===== src/rtl/ant_pkg.sv =====
// Shared types, neighbour offset tables and helpers for the ant neighbour scanner.
// Build option ANT_SCAN_EDGE_WRAP_EN (used by ant_neighbour_addr) turns the grid into a torus.
package ant_pkg;

    localparam int X_BITS_DEF = 10;
    localparam int Y_BITS_DEF = 9;
    localparam int X_MAX_DEF  = 640;
    localparam int Y_MAX_DEF  = 480;

    typedef enum logic [2:0] {
        DIR_N  = 3'd0,
        DIR_NE = 3'd1,
        DIR_E  = 3'd2,
        DIR_SE = 3'd3,
        DIR_S  = 3'd4,
        DIR_SW = 3'd5,
        DIR_W  = 3'd6,
        DIR_NW = 3'd7
    } dir_t;

    typedef enum logic [1:0] {
        IDLE  = 2'd0,
        SCAN  = 2'd1,
        DRAIN = 2'd2,
        DONE  = 2'd3
    } scan_state_t;

    // Compass offsets, index = direction; y grows downward.
    localparam logic signed [1:0] DX [8] = '{2'sd0, 2'sd1, 2'sd1, 2'sd1, 2'sd0, -2'sd1, -2'sd1, -2'sd1};
    localparam logic signed [1:0] DY [8] = '{-2'sd1, -2'sd1, 2'sd0, 2'sd1, 2'sd1, 2'sd1, 2'sd0, -2'sd1};

    // Heading-relative view: result bit i is mask bit (d+i) mod 8.
    function automatic logic [7:0] rot8(input logic [7:0] m, input logic [2:0] d);
        logic [7:0] r;
        logic [2:0] idx;
        r = 8'd0;
        for (int i = 0; i < 8; i++) begin
            idx  = d + 3'(i);
            r[i] = m[idx];
        end
        return r;
    endfunction

endpackage


===== src/rtl/ant_neighbour_addr.sv =====
// Combinational neighbour address: applies the direction-k offset to (x, y) and
// either flags out-of-grid cells or wraps them (ANT_SCAN_EDGE_WRAP_EN defined).
module ant_neighbour_addr
    import ant_pkg::*;
#(
    parameter int X_bits = X_BITS_DEF,
    parameter int Y_bits = Y_BITS_DEF,
    parameter int X_MAX  = X_MAX_DEF,
    parameter int Y_MAX  = Y_MAX_DEF
)(
    input  logic [X_bits-1:0] x,
    input  logic [Y_bits-1:0] y,
    input  logic [2:0]        k,
    output logic [X_bits-1:0] nx,
    output logic [Y_bits-1:0] ny,
    output logic              in_bounds
);

    logic signed [X_bits:0] sx_s;
    logic signed [Y_bits:0] sy_s;
    logic x_lo_s, x_hi_s, y_lo_s, y_hi_s;

    // Offset in one-bit-wider signed arithmetic, then classify against the grid edges.
    always_comb begin
        sx_s   = $signed({1'b0, x}) + $signed({{(X_bits-1){DX[k][1]}}, DX[k]});
        sy_s   = $signed({1'b0, y}) + $signed({{(Y_bits-1){DY[k][1]}}, DY[k]});
        x_lo_s = sx_s[X_bits];
        y_lo_s = sy_s[Y_bits];
        x_hi_s = !x_lo_s && ({1'b0, sx_s[X_bits-1:0]} >= (X_bits+1)'(X_MAX));
        y_hi_s = !y_lo_s && ({1'b0, sy_s[Y_bits-1:0]} >= (Y_bits+1)'(Y_MAX));
    end

`ifdef ANT_SCAN_EDGE_WRAP_EN
    // Torus: one step past either edge lands on the opposite edge.
    always_comb begin
        if (x_lo_s) begin
            nx = (X_bits)'(X_MAX - 1);
        end else if (x_hi_s) begin
            nx = {X_bits{1'b0}};
        end else begin
            nx = sx_s[X_bits-1:0];
        end
        if (y_lo_s) begin
            ny = (Y_bits)'(Y_MAX - 1);
        end else if (y_hi_s) begin
            ny = {Y_bits{1'b0}};
        end else begin
            ny = sy_s[Y_bits-1:0];
        end
        in_bounds = 1'b1;
    end
`else
    // Bounded grid: the address is meaningless when in_bounds is low.
    always_comb begin
        nx        = sx_s[X_bits-1:0];
        ny        = sy_s[Y_bits-1:0];
        in_bounds = !(x_lo_s || x_hi_s || y_lo_s || y_hi_s);
    end
`endif

endmodule


===== src/rtl/ant_neighbour_scan.sv =====
// Walks the 8 neighbours of an ant over the view-location interface and collects the
// 1-cycle-delayed sense answers into an absolute and a heading-relative mask.
// Edge behaviour follows ANT_SCAN_EDGE_WRAP_EN (see ant_neighbour_addr).
module ant_neighbour_scan
    import ant_pkg::*;
#(
    parameter int X_bits = X_BITS_DEF,
    parameter int Y_bits = Y_BITS_DEF,
    parameter int X_MAX  = X_MAX_DEF,
    parameter int Y_MAX  = Y_MAX_DEF
)(
    input  logic              Clk,
    input  logic              Reset_n,
    input  logic              start,
    input  logic [X_bits-1:0] x,
    input  logic [Y_bits-1:0] y,
    input  logic [2:0]        dir,
    output logic [X_bits-1:0] viewLoc_x,
    output logic [Y_bits-1:0] viewLoc_y,
    output logic              viewValid,
    input  logic              sense,
    output logic              busy,
    output logic              done,
    output logic [7:0]        mask,
    output logic [7:0]        rel_mask,
    output logic              any_hit
);

    scan_state_t       state_r, state_s;
    logic [2:0]        k_r, k_s;
    logic              capture_s, issue_s, done_s, busy_s;
    logic [X_bits-1:0] x_r;
    logic [Y_bits-1:0] y_r;
    dir_t              dir_r;
    logic [X_bits-1:0] nx_s;
    logic [Y_bits-1:0] ny_s;
    logic              in_bounds_s;
    logic              slot_r;
    logic [2:0]        probe_k_r;
    logic              pend_slot_r, pend_vv_r;
    logic [2:0]        pend_k_r;
    logic [7:0]        mask_s;

    ant_neighbour_addr #(
        .X_bits (X_bits),
        .Y_bits (Y_bits),
        .X_MAX  (X_MAX),
        .Y_MAX  (Y_MAX)
    ) u_addr (
        .x         (x_r),
        .y         (y_r),
        .k         (k_r),
        .nx        (nx_s),
        .ny        (ny_s),
        .in_bounds (in_bounds_s)
    );

    // Next-state and control decode; SCAN issues one probe per cycle for k = 0..7.
    always_comb begin
        state_s   = state_r;
        k_s       = k_r;
        capture_s = 1'b0;
        issue_s   = 1'b0;
        done_s    = 1'b0;
        case (state_r)
            IDLE: begin
                if (start) begin
                    state_s   = SCAN;
                    k_s       = 3'd0;
                    capture_s = 1'b1;
                end else begin
                    state_s   = IDLE;
                end
            end
            SCAN: begin
                issue_s = 1'b1;
                k_s     = k_r + 3'd1;
                if (k_r == 3'd7) begin
                    state_s = DRAIN;
                end else begin
                    state_s = SCAN;
                end
            end
            DRAIN: begin
                state_s = DONE;
            end
            DONE: begin
                state_s = IDLE;
                done_s  = 1'b1;
            end
            default: begin
                state_s = IDLE;
            end
        endcase
        busy_s = (state_s != IDLE);
    end

    // Sense answers the probe shown two edges earlier; the pend_* stage carries its slot.
    always_comb begin
        mask_s = mask;
        if (capture_s) begin
            mask_s = 8'd0;
        end else if (pend_slot_r) begin
            mask_s[pend_k_r] = sense & pend_vv_r;
        end else begin
            mask_s = mask;
        end
    end

    // State, captured request, probe pipeline and registered outputs.
    always_ff @(posedge Clk) begin
        if (!Reset_n) begin
            state_r     <= IDLE;
            k_r         <= 3'd0;
            x_r         <= {X_bits{1'b0}};
            y_r         <= {Y_bits{1'b0}};
            dir_r       <= DIR_N;
            viewLoc_x   <= {X_bits{1'b0}};
            viewLoc_y   <= {Y_bits{1'b0}};
            viewValid   <= 1'b0;
            slot_r      <= 1'b0;
            probe_k_r   <= 3'd0;
            pend_slot_r <= 1'b0;
            pend_vv_r   <= 1'b0;
            pend_k_r    <= 3'd0;
            mask        <= 8'd0;
            rel_mask    <= 8'd0;
            any_hit     <= 1'b0;
            busy        <= 1'b0;
            done        <= 1'b0;
        end else begin
            state_r <= state_s;
            k_r     <= k_s;
            if (capture_s) begin
                x_r   <= x;
                y_r   <= y;
                dir_r <= dir_t'(dir);
            end
            if (issue_s) begin
                slot_r    <= 1'b1;
                probe_k_r <= k_r;
                viewValid <= in_bounds_s;
                if (in_bounds_s) begin
                    viewLoc_x <= nx_s;
                    viewLoc_y <= ny_s;
                end
            end else begin
                slot_r    <= 1'b0;
                viewValid <= 1'b0;
            end
            pend_slot_r <= slot_r;
            pend_vv_r   <= viewValid;
            pend_k_r    <= probe_k_r;
            mask        <= mask_s;
            rel_mask    <= rot8(mask_s, dir_r);
            any_hit     <= |mask_s;
            busy        <= busy_s;
            done        <= done_s;
        end
    end

endmodule


===== config.mk =====
export PLATFORM = sky130hd
export DESIGN_NAME = ant_neighbour_scan
export DESIGN_NICKNAME = d
export VERILOG_FILES = /design/src/rtl/ant_pkg.sv /design/src/rtl/ant_neighbour_addr.sv /design/src/rtl/ant_neighbour_scan.sv
export SDC_FILE = /design/constraint.sdc
export NUM_CORES = 1
export LEC_CHECK = 0
export ABC_AREA = 1
export ABC_CLOCK_PERIOD_IN_PS = 4150
export BUFFER_PORTS_ARGS = -buffer_cell sky130_fd_sc_hd__buf_2
export CAP_MARGIN = 0
export CORE_MARGIN = 8
export CORE_UTILIZATION = 57
export CTS_CLUSTER_DIAMETER = 150
export DETAILED_ROUTE_END_ITERATION = 12
export PLACE_DENSITY_LB_ADDON = 0.3
export SYNTH_ARGS = -nofsm -noshare
export SYNTH_HDL_FRONTEND = slang
export SYNTH_SLANG_ARGS = --single-unit
export TNS_END_PERCENT = 5

===== constraint.sdc =====
create_clock -name Clk -period 4.15 [get_ports Clk]
set_input_delay 0.6225 -clock Clk [delete_from_list [all_inputs] [get_ports Clk]]
set_output_delay 0.6225 -clock Clk [all_outputs]
set_load 0.1 [all_outputs]

==> impl_metrics.env <==
export IMPL_run_status="finished clean"
export IMPL_fillers=662
export IMPL_crit_fanout=23
export IMPL_finalCriticalPeriod_ns=3.25
export IMPL_numCtsBuffers=9
export IMPL_yosys_area_top_type="dfxtp_1"
export IMPL_clockBufferDepth=2
export IMPL_grt_pass1_wl_um=17300
export IMPL_place_inst=753
export IMPL_critical_path_most_common_cell="nand2_1"
export IMPL_cts_resized=0
export IMPL_synth_top_area_frac=0.349
export IMPL_ys_ff_latch=75
export IMPL_layout_nets=710
export IMPL_drive_above_1_share=0.218
export IMPL_synth_avg_cell_area_um2=7.09
export IMPL_diodes=0
export IMPL_rows=31
export IMPL_ir_worst_vdd_v=0.000236
export IMPL_clkTransAtPathRegs_ns=0.07
export IMPL_track_usage=0.203
export IMPL_gr_total_overflow=0
export IMPL_viasPerCell=5.11
export IMPL_gp_congestion=0.978
export IMPL_rsz0062_at_grt="false"
export IMPL_yosysUniqueCellTypes=39
export IMPL_power_leakage_nw=2.41
export IMPL_synth_seq_area_share=0.349
export IMPL_port_buffers=64
export IMPL_cp_end_kind="register"
export IMPL_final_cells=769
export IMPL_cp_required_ns=4.39
export IMPL_yosys_top_cells_count="132 x nand2_1, 82 x nor2_1, 75 x dfxtp_1, 67 x inv_1, 54 x o21ai_0"
export IMPL_cp_cell_sequence="ha_1 -> nand2_1 -> o21ai_0 -> buf_4 -> ha_1 -> nand2_1 -> nand3_1 -> nand2_1 -> nand3b_1 -> nand2_1 -> nor2_1 -> nand2_1 -> nand3_1 -> nor2_8 -> buf_4 -> nand3_2 -> nand2_1 -> nor2_2"
export IMPL_num_vias=3926
export IMPL_firstDrtPassIters=5
export IMPL_yosys_warnings=0
export IMPL_slowest_stage="dfxtp_1"
export IMPL_cts_tree="done"
export IMPL_postRouteAntennaNets=0
export IMPL_max_slew_margin=0.634
export IMPL_power_density_nw_per_um2=466
export IMPL_die_y_um=103
export IMPL_async_flop_share=0
export IMPL_clockRootBuffer="clkbuf_8"
export IMPL_io_pin_count=65
export IMPL_synthTopCellsByArea="dfxtp_1 35%, nand2_1 12%, nor2_1 7.1%"
export IMPL_start_util=0.591
export IMPL_htreeDepth=3
export IMPL_synthMostInstantiatedCell="nand2_1"
export IMPL_hold_viol=0
export IMPL_netlist_area_um2=4310
export IMPL_drv_slew=0
export IMPL_cpPeakStageDelay_ns=0.42
export IMPL_syn_to_final_growth_pct=14.0
export IMPL_drc_errors=0
export IMPL_die_x_um=103
export IMPL_synth_nets=652
export IMPL_final_util=0.673
export IMPL_dieArea_um2=10600
export IMPL_antenna_found_initial=0
export IMPL_multi_input_area_um2=2400
export IMPL_finClkSkew_ns=0.00948
export IMPL_grt_pass1_vias=3742
export IMPL_min_period_over_period=0.783
export IMPL_drv_cap=0
export IMPL_cts_sinks=75
export IMPL_wire_per_inst_um=13.0
export IMPL_drt_wl_total_um=10000
export IMPL_fmax_mhz=308
export IMPL_ys_flop_type="dfxtp_1"
export IMPL_setup_viol=0
export IMPL_synth_edf_count=0
export IMPL_seq_area_um2=1500
export IMPL_initialDrtViolationCount=172
export IMPL_coreArea_um2=7290
export IMPL_holdCritPathClass="reg2reg"
export IMPL_clk_latency_ns=0.35
export IMPL_worst_pin_slew_ns=0.546
export IMPL_cts_setup_buffers=0
export IMPL_hold_buffers=0
export IMPL_worstPathArrival_ns=3.49
export IMPL_post_dp_hpwl_um=7430
export IMPL_start_kind="register"
export IMPL_synthCells=607
export IMPL_tns_ns=0
export IMPL_grt_max_degree=58
export IMPL_worstSetupPathType="reg2reg"
[sequential cells by signal, summed over array words and instances, names as in the netlist]
register     cells
viewLoc_x       10
x_r             10
viewLoc_y        9
y_r              9
mask             8
rel_mask         8
dir_r            3
k_r              3
pend_k_r         3
probe_k_r        3
state_r          2
any_hit          1
busy             1
done             1
pend_slot_r      1
pend_vv_r        1
slot_r           1
viewValid        1
[path summary, 6_finish.rpt]
kind / from / to / slack, ns / depth (start not counted)
worst min register to register: slot_r / pend_slot_r / 0.43 / 2
worst max-delay path: k_r[1] / viewLoc_y[2] / 0.90 / 18
worst min-delay path: slot_r / pend_slot_r / 0.43 / 2
worst max register to register: k_r[1] / viewLoc_y[2] / 0.90 / 18
[per-stage QoR]
stage | instance area (µm²) | hold WS, ns | setup slack (ns) | total power, mW
2_1_floorplan | 4310 | 0.390 | 1.12 | 1.47
3_3_place_gp | 4650 | 0.405 | 1.05 | 1.58
3_5_place_dp | 4650 | 0.408 | 0.921 | 1.59
4_1_cts | 4910 | 0.429 | 0.900 | 2.31
5_1_grt | 4910 | 0.454 | 0.579 | 2.41
6_report | 4910 | 0.430 | 0.901 | 2.29
[layout by cell type (no fill, tap or decap), types with 14 or more instances in the layout]
cell	n
dfxtp_1	75
inv_1	67
a21oi_2	18
a21oi_1	24
nor2_1	82
buf_2	64
nand2_1	132
o21ai_0	54
ha_1	18
nor2_2	14
nand3_1	23
[worst max-delay path: cells and delay by family (launching register included)]
| kind | cells | cell delay (ns) |
|---|---|---|
| and+or+nand+nor | 13 | 1.60 |
| adders and majority gates | 2 | 0.54 |
| buffers and inverters | 2 | 0.49 |
| DFF | 1 | 0.42 |
| AOI/OAI and AO/OA | 1 | 0.08 |
[kinds of logic after synthesis]
| logic type | synth area share |
|---|---|
| multiplexers | 0.00465 |
| buffers and inverters | 0.0944 |
| XOR/XNOR | 0.0224 |
| AND/OR/NAND/NOR | 0.315 |
| flip-flops | 0.349 |
| AO/OA/AOI/OAI | 0.158 |
| adder cells (fa/ha/maj) | 0.0569 |
[per-layer routing]
metal  GRT usage  wire length [µm]
met4      0.0857               195
met1       0.262              4830
met2       0.322              4470
met3      0.0378               525
met5           0                 0
[power by group]
part	switching, mW	internal, mW
clock network	0.265	0.448
logic	0.564	0.185
registers	0.0415	0.785
[final cells by class]
type / instances / area share
clock inverter: 4 / 0.0194
timing repair buffer: 69 / 0.0729
clock buffer: 12 / 0.0336
multi-input combinational: 439 / 0.489
inverter: 71 / 0.0543
sequential: 75 / 0.306
tap: 99 / 0.0252
(Power assumes the default switching activity.)
